**config.mk**
```make
export PLATFORM = sky130hd
export DESIGN_NAME = demux_1to8_deser
export DESIGN_NICKNAME = d
export VERILOG_FILES = /design/src/rtl/demux_1to8_deser.sv
export SDC_FILE = /design/constraint.sdc
export NUM_CORES = 1
export LEC_CHECK = 0
export CORE_MARGIN = 10
export CORE_UTILIZATION = 55
export CTS_BUF_LIST = sky130_fd_sc_hd__clkbuf_4 sky130_fd_sc_hd__clkbuf_8
export DETAILED_ROUTE_END_ITERATION = 8
export GPL_TIMING_DRIVEN = 0
export PLACE_DENSITY = 0.83
export SETUP_SLACK_MARGIN = 0.5
export SYNTH_ARGS = -nofsm -noshare
export SYNTH_HDL_FRONTEND = slang
export SYNTH_SLANG_ARGS = --single-unit
export TNS_END_PERCENT = 100
```
**constraint.sdc**
```tcl
create_clock -name clk -period 5.47 [get_ports clk]
set_clock_uncertainty 0.15 [all_clocks]
set_input_delay 1.094 -clock clk [delete_from_list [all_inputs] [get_ports clk]]
set_output_delay 1.094 -clock clk [all_outputs]
set_load 0.05 [all_outputs]
```
**src/rtl/demux_1to8_deser.sv**
```systemverilog
// rtl/demux_1to8_deser.sv - serial-to-parallel 1:8 bit demultiplexer with valid/ready byte output
module demux_1to8_deser #(
    parameter bit LSB_FIRST = 1'b1
) (
    input  logic       clk,
    input  logic       rst,
    input  logic       clear,
    input  logic       bit_in,
    input  logic       bit_valid,
    output logic       bit_ready,
    input  logic       sel_mode,
    input  logic [2:0] sel_in,
    output logic [7:0] data_out,
    output logic       data_valid,
    input  logic       data_ready,
    output logic [7:0] fill_mask
);

    typedef enum logic {FILL, HOLD} state_t;

    state_t     state;
    state_t     state_nxt;
    logic [7:0] work;
    logic [2:0] cnt;
    logic [2:0] pos;
    logic       accept;
    logic [7:0] work_upd;
    logic [7:0] mask_upd;
    logic       done;

    always_comb begin
        pos = sel_mode ? sel_in : (LSB_FIRST ? cnt : 3'd7 - cnt);
        accept = bit_valid & bit_ready;
        work_upd = work;
        work_upd[pos] = bit_in;
        mask_upd = fill_mask | (8'd1 << pos);
        // Completion means every position was written at least once in this byte.
        done = accept && (mask_upd == 8'hFF);
    end

    always_comb begin
        state_nxt  = state;
        bit_ready  = 1'b0;
        data_valid = 1'b0;
        case (state)
            FILL: begin
                bit_ready = !rst;
                if (done) state_nxt = HOLD;
            end
            HOLD: begin
                data_valid = 1'b1;
                if (data_ready) state_nxt = FILL;
            end
            default: state_nxt = FILL;
        endcase
        if (clear) state_nxt = FILL;
    end

    always_ff @(posedge clk) begin
        if (rst) begin
            state     <= FILL;
            work      <= 8'h00;
            fill_mask <= 8'h00;
            cnt       <= 3'd0;
            data_out  <= 8'h00;
        end else begin
            state <= state_nxt;
            if (clear) begin
                fill_mask <= 8'h00;
                cnt       <= 3'd0;
            end else if (accept) begin
                work <= work_upd;
                if (done) begin
                    data_out  <= work_upd;
                    fill_mask <= 8'h00;
                    cnt       <= 3'd0;
                end else begin
                    fill_mask <= mask_upd;
                    if (!sel_mode) cnt <= cnt + 3'd1;
                end
            end
        end
    end

endmodule

```
After elaboration in Yosys (flattened, before gate mapping). Index checks and enable logic that the tools add are counted.

Add/sub/neg operators: 1. Magnitude comparators: 2. Equal/unequal tests: 2. Shift operators: 1. Muxes and demuxes: 12. Bitwise operators: 4. Reductions and logical operators: 7.

Operators by type and width (count): $mux 3 (3); $bwmux 8 (1); $eq 8x8->1 const B (1); $mux 8 (1); $or 8x8->8 (1); $shl 1x3->8 const A (1); $mux 1 (5); $lt 3x4->1 const B (1); $reduce_and 2->1 (2); $add 3x1->3 const B (1); $demux 1 s3 (1); $ge 3x1->1 const B (1); $reduce_and 3->1 (1); $logic_and 1x1->1 (2); $ne 2x1->1 const B (1); $not 1->1 (2); $pmux 1 s2 (1); $reduce_or 2->1 (1); $and 1x1->1 (1); $logic_not 1->1 (1).

Flip-flop bits (word level): 28. Input bits: 10. Output and inout port bits: 18. Word-level logic and storage cells: 34.

Logic depth before layout (Yosys ltp). Gate-level depths: netlist of the first run.

Depth in word-level cells: 7. Depth in mapped cells: 8.

Least setup slack after synthesis of the first run. OpenSTA, ideal clock, no wires.

Path type: input to output. From: input rst. To: output bit_ready. Data arrival time: 2089 ps. Data required time: 4226 ps. Slack: 2137 ps. Cell stages on the path: 3. Cell sequence: buf_6 clkbuf_1 nor2_1.

Word-level cells in the longest chain between the ends: 2.

RTL lines: start, declared (line 6) `input logic rst,`; $logic_not 1->1 (line 47) `bit_ready = !rst;`; $mux 1 (line 45) `case (state)`; end, declared (line 10) `output logic bit_ready,`.

Every way passes these cells.

Final worst setup path of the first run. Ends and elaborated chain as after synthesis.

==> metrics.md, run 1 <==
| Metric | Value |
|---|---|
| Status | completed |
| DP HPWL | between 2000 and 3000 um |
| Fin util | 70.9% |
| Distinct cells, synth | 42 |
| Largest net degree at the start of global routing | 15 |
| Initial Util | slightly below 60% |
| Delay-heaviest family, CP | buffers and inverters |
| CTS buffer count | 3 |
| Overall Global Routing Usage | between 10% and 20% |
| DP Worst Slack | between 1.5 and 2 ns |
| Reg2reg start | cnt[0] |
| Worst-margin pin slew | 0.768 ns |
| Post-synth net total | 174 |
| Clk buf depth | 2 |
| Share of layout cells above drive strength 1 | between 10% and 20% |
| I/O Pins | 28 |
| Max Clk Rate | approximately 270 MHz |
| Max Fanout on Critical Path | 10 |
| Worst Path Buf+Inv | 3 |
| R2r worst-path depth | 6 |
| Cell Pwr Density | between 150 and 200 nW/um^2 |
| Grt total ovfl | 0 |
| Final hold violations | 0 |
| Max_cap viols | 0 |
| Leakage dissipation | around 0.66 nW |
| Cells after synthesis | ~160 |
| Setup tns final | 0 ns |
| Post-synth top area share | 37.3% |
| CTS tree | built |
| Chip width | about 72 um |
| Via count | around 1400 |
| Post-cts gate resize count | 0 |
| Initial DRC Count | 136 |
| Critical Path Source Type | input pin |
| Post-Syn Area per Cell | a little over 9 um^2 |
| Worst-path clk slew | 0.14 ns |
| Seq/Total Area, Yosys | 37.3% |
| Post-synthesis cell area | around 1500 um^2 |
| Crit-path cells | buf_6 -> clkbuf_1 -> nor2_1 -> clkdlybuf4s50_1 |
| Worst hold path type | flop to flop |
| Synth area leader | dfxtp_1 |
| Commonest non-fill, non-tap cell in the layout | dfxtp_1 |
| Cts hold-fix bufs | 0 |
| Die ar. | roughly 5200 um^2 |
| Die Ht | ~72 um |
| Clock sinks | 28 |
| Vias per Instance | just over 6 |
| Final period util | between 60% and 70% |
| Core footprint | 2540 um^2 |
| Number of remaining DRC errors | 0 |
| Worst Min Path Start | work[1] |
| Final setup margin | between 1.5 and 2 ns |
| Hold EP | work[1] |
| Final Max Tran Viols | 0 |
| Crit path max-delay cell type | clkdlybuf4s50_1 |
| CTS root buf | clkbuf_4 |
| Final setup violation count | 0 |
| Vias in the first global route | between 1000 and 1500 |
| Most frequent cells in the layout | dfxtp_1 (28), nor2_1 (24), clkdlybuf4s50_1 (24) |
| Arr. time, crit path | about 2.5 ns |
| Crit path time final | 3.70 ns |
| Final-stage net count | between 200 and 250 |
| Critical R2R Capture | fill_mask[4] |
| Reg2reg setup slack | 2.80 ns |
| Clk Latency, worst-skew pair | 0.31 ns |
| GP Congestion | between 0.9 and 1 |
| Hold path depth | 2 |
| Cells taking the most area after synthesis | dfxtp_1 (37%), mux2_2 (8.2%), mux2i_1 (7.3%) |
| Post-DRT Antenna Nets | 0 |
| Worst Path Required | 4.23 ns |
| Number of antenna violations at the first check in global routing | 0 |
| Htree depth | 1 |
| PortBufs | 24 |
| Ant. Diodes | 0 |
| Row count | 18 |
| Ys Warns | 0 |
| Drt total wl | ~3600 um |
| Max-slew headroom | between 40% and 50% |
| DR WL/cell | 16.5 um |
| First-pass GRT wire length | 5950 um |
| RSZ-0062 raised after global routing | no |
| CP peak stage delay | roughly 0.84 ns |
| Synthesis-stage register bit count | 28 |
| Final hold slack | roughly 0.35 ns |
| DRT Pass-1 Iters | 4 |
| Worst vdd ir | about 0.00014 V |
| Setup crit end kind | output port |
| Setup Crit Path Kind | input pin to output port |
| Area delta synth->final | 20.0% |
| Postcts setup bufs | 0 |
[final cells by class]
class                      count  area [um^2]
buffer                        11         57.6
clock buffer                   3         22.5
fill                         220          741
inverter                       3         11.3
multi-input combinational    121          875
sequential                    28          561
tap                           30         37.5
timing repair buffer          24          240
[worst min-delay path: cells and delay by family (launching register included)]
kind,cells,cell delay (ns)
simple gates,1,0.05
flops,1,0.34
compound gates,1,0.06
[worst max path at each step]
stage | to | cells after the start | from | slack (ns)
finish | bit_ready | 4 | rst | 1.77
global placement | fill_mask[6] | 8 | bit_valid | 1.71
floorplan | bit_ready | 3 | rst | 2.14
global route | bit_ready | 4 | rst | 1.69
detailed placement | fill_mask[4] | 8 | bit_valid | 1.64
CTS | bit_ready | 4 | rst | 1.75
[synthesized netlist by cell type (all sizes together)]
cell     instances
nor4bb           2
nand3b           1
a32oi            1
o211ai           1
o21ai            2
nor3            13
or2              1
a211oi           8
clkbuf           5
mux2i           12
nand3            1
o21ba            1
mux2            11
nor2            25
nor4             2
nor3b            2
o31a             1
o21a             1
nand2            5
o41ai            2
or3b             2
buf              6
nor2b            9
a31o             1
a21oi            6
dfxtp           28
nand4bb          1
xor2             1
o32a             1
nor4b            2
inv              3
o221ai           1
xnor2            1
a31oi            3
ha               1
[kinds of logic (layout without fill, tap and decap cells)]
kind of cell               after synthesis  after routing  synth area share (%)
xor gates and xnor gates                 2              2                  1.16
buffers and inverters                   14             41                  4.58
AOI/OAI and AO/OA                       29             29                  15.5
adders and majority gates                1              1                 0.832
muxes                                   23             23                  16.5
DFF                                     28             28                  37.3
and+or+nand+nor                         66             66                  24.2
[through the flow]
step           instance area [um^2]  cells  power (mW)
2_1_floorplan                  1500    163       0.246
3_3_place_gp                   1780    217       0.259
3_5_place_dp                   1780    217       0.261
4_1_cts                        1800    220       0.340
5_1_grt                        1800    220       0.352
6_report                       1800    220       0.339
[flip-flops by register name (all words and copies together) (netlist names)]
register and flops:
fill_mask 8, work 8, data_out 8, state 1
cnt 3
[layer usage]
metal  global-route usage (%)  wire length (um)  vias to the layer above
met4                     4.09                50                        0
met1                     14.9              1450                      647
met5                        0                 0                        -
li1                         -                 -                      647
met2                     22.4              1750                       51
met3                     5.99               372                        8
[where the power goes]
group          internal (mW)  total (mW)  switching [mW]  leakage (nW)
sequential             0.207       0.209         0.00209         0.226
clock                 0.0257      0.0820          0.0562        0.0138
combinational         0.0187      0.0478          0.0291         0.420
total                  0.252       0.339          0.0875         0.660
No activity file was read; power rests on OpenSTA's default activity.
==> inputs of run 2 (changes only) <==
--- a/config.mk
+++ b/config.mk
@@ -6,11 +6,11 @@
 export NUM_CORES = 1
 export LEC_CHECK = 0
 export CORE_MARGIN = 10
-export CORE_UTILIZATION = 55
+export CORE_UTILIZATION = 48
 export CTS_BUF_LIST = sky130_fd_sc_hd__clkbuf_4 sky130_fd_sc_hd__clkbuf_8
 export DETAILED_ROUTE_END_ITERATION = 8
 export GPL_TIMING_DRIVEN = 0
-export PLACE_DENSITY = 0.83
+export PLACE_DENSITY = 0.77
 export SETUP_SLACK_MARGIN = 0.5
 export SYNTH_ARGS = -nofsm -noshare
 export SYNTH_HDL_FRONTEND = slang
==> constraint.sdc (replaced) <==
create_clock -name clk -period 3.1 [get_ports clk]
set_clock_uncertainty 0.15 [all_clocks]
set_input_delay 0.62 -clock clk [delete_from_list [all_inputs] [get_ports clk]]
set_output_delay 0.62 -clock clk [all_outputs]
set_load 0.05 [all_outputs]
==> metrics.md, run 2 (synthesis gave the netlist of run 1 again) <==
| Metric | Value |
|---|---|
| Status | completed |
| Worst Min Path Start | work[1] |
| Worst Path Buf+Inv | 3 |
| Clock sinks | 28 |
| Cts hold-fix bufs | 0 |
| Die ar. | roughly 5800 um^2 |
| Crit path max-delay cell type | or3b_1 |
| Row count | 20 |
| Final setup margin | between 0.5 and 0.6 ns |
| Crit path time final | 2.51 ns |
| Via count | 1322 |
| Worst-margin pin slew | 0.506 ns |
| DP HPWL | approximately 2600 um |
| Max Fanout on Critical Path | 8 |
| Drt total wl | around 3500 um |
| Chip width | ~76 um |
| Most frequent cells in the layout | dfxtp_1 (28), nor2_1 (24), clkdlybuf4s50_1 (19) |
| Worst path most repeated cell | buf_6 |
| Post-DRT Antenna Nets | 0 |
| Final setup violation count | 0 |
| Worst Path Required | roughly 3.2 ns |
| Final instance area | a little under 2000 um^2 |
| RSZ-0062 raised after global routing | no |
| Setup Crit Path Kind | input pin to flop |
| Largest net degree at the start of global routing | 15 |
| Leakage dissipation | between 0.6 and 0.7 nW |
| Share of layout cells above drive strength 1 | 18.7% |
| CTS tree | built |
| I/O Pins | 28 |
| Vias per Instance | 5.58 |
| Number of remaining DRC errors | 0 |
| Final hold slack | between 0.3 and 0.4 ns |
| Commonest non-fill, non-tap cell in the layout | dfxtp_1 |
| Core footprint | ~3000 um^2 |
| Crit. path cell count | 8 |
| Overall Global Routing Usage | roughly an eighth |
| Crit-path cells | dlygate4sd2_1 -> or3b_1 -> buf_6 -> o41ai_4 -> o211ai_1 -> nor4_4 -> buf_6 -> mux2_4 |
| DR WL/cell | between 10 and 15 um |
| Ant. Diodes | 0 |
| Max Clk Rate | approximately 400 MHz |
| CTS buffer count | 3 |
| Grt total ovfl | 0 |
| Final-stage net count | ~210 |
| Reg2reg start | cnt[0] |
| Htree depth | 1 |
| Max-slew headroom | 66.2% |
| Clock power share | 24.2% |
| Reg2reg setup slack | a little over 0.6 ns |
| DP Worst Slack | -0.251 ns |
| Comb power frac | ~15% |
| CP peak stage delay | 0.36 ns |
| PortBufs | 24 |
| GP Congestion | between 0.8 and 0.9 |
| Switching share of total power | a little over a quarter |
| Max_cap viols | 0 |
| Internal Power | 0.447 mW |
| Number of antenna violations at the first check in global routing | 0 |
| R2r worst-path depth | 6 |
| Initial DRC Count | around 130 |
| Final Max Tran Viols | 0 |
| CTS root buf | clkbuf_4 |
| Worst vdd ir | 0.000163 V |
| First-pass GRT wire length | between 5000 and 6000 um |
| Hold path depth | 2 |
| Final hold violations | 0 |
| Worst hold path type | flop to flop |
| Setup crit end kind | flop |
| Seq pwr share | between 60% and 70% |
| DRT Pass-1 Iters | 4 |
| Die Ht | roughly 76 um |
| Worst-path clk slew | 0.14 ns |
| Top Registers | data_out: 8 flops, fill_mask: 8 flops, work: 8 flops |
| Clk Latency, worst-skew pair | 0.32 ns |
| Clk buf depth | 2 |
| Critical Path Source Type | input pin |
| DP Area | 1800 um^2 |
| NetSw | between 0.15 and 0.2 mW |
| Area delta synth->final | 28.5% |
| Vias in the first global route | approximately 1300 |
| Fin util | ~64% |
| Delay-heaviest family, CP | simple AND/OR/NAND/NOR gates |
| Setup crit start | bit_valid |
| Initial Util | around half |
| Final period util | around 81% |
| Cell Pwr Density | 313 nW/um^2 |
| Arr. time, crit path | 2.58 ns |
-- run 2: changes by cell type in the layout (fill, tap and decap cells not counted), moves of 2 or more --
cell and change:
mux2_2 -8, mux2_4 +8, clkdlybuf4s50_1 -5, dlygate4sd2_1 +5
buf_4 +2, buf_6 +2, mux2i_1 -2, mux2i_4 +2
-- run 2: worst paths after layout --
| path | end |
|---|---|
| worst max-delay path | data_out[0] |
| worst min-delay path | work[1] |
| worst max register to register | data_out[0] |
| worst min register to register | work[1] |
-- run 2: cell type report --
type / instances / area (um^2)
Clock buffer: 3 / 22.5
Fill cell: 267 / 1100
Inverter: 3 / 11.3
Tap cell: 44 / 55.1
Buffer: 11 / 63.8
Timing Repair Buffer: 27 / 260
Multi-Input combinational cell: 121 / 958
Sequential cell: 28 / 561
-- run 2: metrics by stage --
stage	power, mW	cells	setup TNS [ns]
6_report	0.604	237	0
5_1_grt	0.629	237	0
4_1_cts	0.605	237	0
3_5_place_dp	0.460	231	-3.79
3_3_place_gp	0.457	231	-2.83
2_1_floorplan	0.434	163	0
-- run 2: what timing repair did --
item	4_1_cts	5_1_grt
gates resized for setup	21	2
cloned	0	0
setup buffers	3	0
pin swaps	3	0
endpoints found under the setup margin	21	2
endpoints found under the hold margin	0	0
-- run 2: metal layers --
metal	routed length [um]	global-route usage [%]
met3	256	3.89
met1	1510	13.6
met2	1710	19.5
met4	45	5.30
met5	0	0
-- run 2: worst register-to-register path: stages (launching register included) --
cell and delay (ns):
dfxtp_1 0.54, inv_1 0.13, o41ai_4 0.55, o211ai_1 0.19
nor4_4 0.32, buf_6 0.20, mux2_4 0.32
-- run 2: power by group through the flow --
stage	clock [mW]	sequential, mW	combinational [mW]
after global placement	0	0.377	0.0807
after CTS	0.149	0.369	0.0864
final	0.146	0.369	0.0890
after floorplan	0	0.379	0.0556
after detailed placement	0	0.377	0.0826
after global routing	0.163	0.370	0.0963
==> inputs of run 3 (changes only) <==
==> constraint.sdc (replaced) <==
create_clock -name clk -period 2.25 [get_ports clk]
set_clock_uncertainty 0.15 [all_clocks]
set_input_delay 0.45 -clock clk [delete_from_list [all_inputs] [get_ports clk]]
set_output_delay 0.45 -clock clk [all_outputs]
set_load 0.05 [all_outputs]
==> metrics.md, run 3 (synthesis gave the netlist of run 1 again) <==
| Metric | Value |
|---|---|
| Status | finished, violations left |
| Failing checks | setup timing |
| Die ar. | a little under 6000 um^2 |
| Drt total wl | roughly 4200 um |
| DRT Pass-1 Iters | 4 |
| Core footprint | ~3000 um^2 |
| Max-slew headroom | around half |
| Final instance area | ~2100 um^2 |
| Setup crit start | sel_in[0] |
| Setup Crit Path Kind | input pin to flop |
| Ant. Diodes | 0 |
| DP Worst Slack | -0.905 ns |
| Die Ht | approximately 76 um |
| Worst-margin pin slew | 0.736 ns |
| Clk buf depth | 2 |
| Post-DRT Antenna Nets | 0 |
| Area delta synth->final | 41.8% |
| Critical Path End | cnt[1] |
| Reg2reg start | cnt[2] |
| Critical R2R Capture | cnt[1] |
| First-pass GRT wire length | approximately 6700 um |
| Max Fanout on Critical Path | 5 |
| Htree depth | 1 |
| CTS tree | built |
| Worst path most repeated cell | buf_4 |
| Most frequent cells in the layout | dfxtp_1 (24), nor2_1 (22), buf_4 (13) |
| Final Non-Filler Cells | ~250 |
| Fill cell count | between 200 and 250 |
| Crit-path cells | dlygate4sd2_1 -> mux2_2 -> o32a_1 -> buf_4 -> nor4_4 -> buf_4 -> buf_6 -> nor3_2 |
| Worst-path clk slew | roughly 0.15 ns |
| Commonest non-fill, non-tap cell in the layout | dfxtp_1 |
| Share of layout cells above drive strength 1 | 42.6% |
| Delay-heaviest family, CP | buffers and inverters |
| Initial Util | roughly half |
| Chip width | between 70 and 80 um |
| Hold path depth | 3 |
| CTS root buf | clkbuf_4 |
| Leakage dissipation | between 0.7 and 0.8 nW |
| Final setup margin | -0.0516 ns |
| PortBufs | 24 |
| RSZ-0062 raised after global routing | yes |
| Final hold slack | between 0.2 and 0.3 ns |
| Setup crit end kind | flop |
| Worst vdd ir | 0.000207 V |
| Max Clk Rate | ~430 MHz |
| Critical Path Source Type | input pin |
| Cell Pwr Density | 406 nW/um^2 |
| Largest net degree at the start of global routing | 15 |
| Clock sinks | 28 |
| Arr. time, crit path | between 2 and 2.5 ns |
| Worst Path Buf+Inv | 4 |
| Row count | 20 |
| GP Congestion | 0.826 |
| Top Registers | data_out: 8 flops, fill_mask: 8 flops, work: 8 flops |
| Reg2reg setup slack | -0.01 ns |
| Grt total ovfl | 0 |
| I/O Pins | 28 |
| Final-stage net count | roughly 220 |
| Overall Global Routing Usage | a little over an eighth |
| DP Area | 1840 um^2 |
| Crit path max-delay cell type | o32a_1 |
| Vias in the first global route | about 1400 |
| Final hold violations | 0 |
| Placed cell count | 231 |
| Final period util | 102% |
| Via count | 1381 |
| Crit path time final | between 2 and 2.5 ns |
| Number of antenna violations at the first check in global routing | 0 |
| Worst Path Required | around 2.3 ns |
| Final setup violation count | 11 |
| Worst hold path type | input pin to flop |
| CTS buffer count | 3 |
| Pwr Total | about 0.87 mW |
| Vias per Instance | 5.61 |
| Setup tns final | -0.259 ns |
| Final Max Tran Viols | 0 |
| R2r worst-path depth | 9 |
| DR WL/cell | between 15 and 20 um |
| Cts hold-fix bufs | 0 |
| DP HPWL | between 2000 and 3000 um |
| Crit. path cell count | 8 |
| Number of remaining DRC errors | 0 |
| Max_cap viols | 0 |
| Clk Latency, worst-skew pair | between 0.3 and 0.4 ns |
| Fin util | slightly above 70% |
| Initial DRC Count | 185 |
| CP peak stage delay | approximately 0.42 ns |
==> run 3: cell count changes in the layout (fill, tap and decap cells not counted), moves of 3 or more <==
cell and delta:
clkdlybuf4s50_1 -17, clkdlybuf4s15_2 +11, buf_4 +10, nor3_1 -9, nor3_2 +9, dfxtp_1 -4, dfxtp_2 +4, buf_2 +3
buf_6 +3
==> run 3: report_power, final <==
part / internal, mW / switching, mW / total (mW)
registers: 0.504 / 0.00551 / 0.509
logic: 0.0583 / 0.0847 / 0.143
clock network: 0.0630 / 0.151 / 0.214
total: 0.625 / 0.241 / 0.866
==> run 3: cell type report <==
type                       instances  area [um^2]  share of cell area [%]
buffer                            11         91.3                    4.28
clock buffer                       3         22.5                    1.06
inverter                           3         11.3                   0.528
multi-input combinational        121         1080                    50.5
sequential                        28          566                    26.5
tap                               44         55.1                    2.58
timing repair buffer              36          310                    14.5
==> run 3: tightest hold or removal path: stages <==
cell,delay [ns]
buf_8,0.09
or2_2,0.13
nor3_1,0.05
==> run 3: timing repair <==
item | CTS | global route
pin swaps | 6 | 7
endpoints found under the setup margin | 46 | 29
gates resized for setup | 92 | 29
gates cloned | 0 | 1
setup buffers | 4 | 7
==> run 3: worst min-delay path by stage <==
stage	startpoint	end	slack, ns
2_1_floorplan	work[1]	work[1]	0.29
3_3_place_gp	work[1]	work[1]	0.30
3_5_place_dp	work[1]	work[1]	0.31
4_1_cts	rst	fill_mask[1]	0.26
5_1_grt	rst	fill_mask[1]	0.29
6_report	rst	fill_mask[1]	0.27
==> run 3: routing by layer <==
metal / up-vias / global-route usage, % / share of wire [%]
met4: 0 / 4.92 / 2.0
met3: 8 / 3.66 / 5.8
li1: 668 / - / -
met5: - / 0 / 0
met2: 44 / 21.9 / 49
met1: 661 / 16.3 / 44
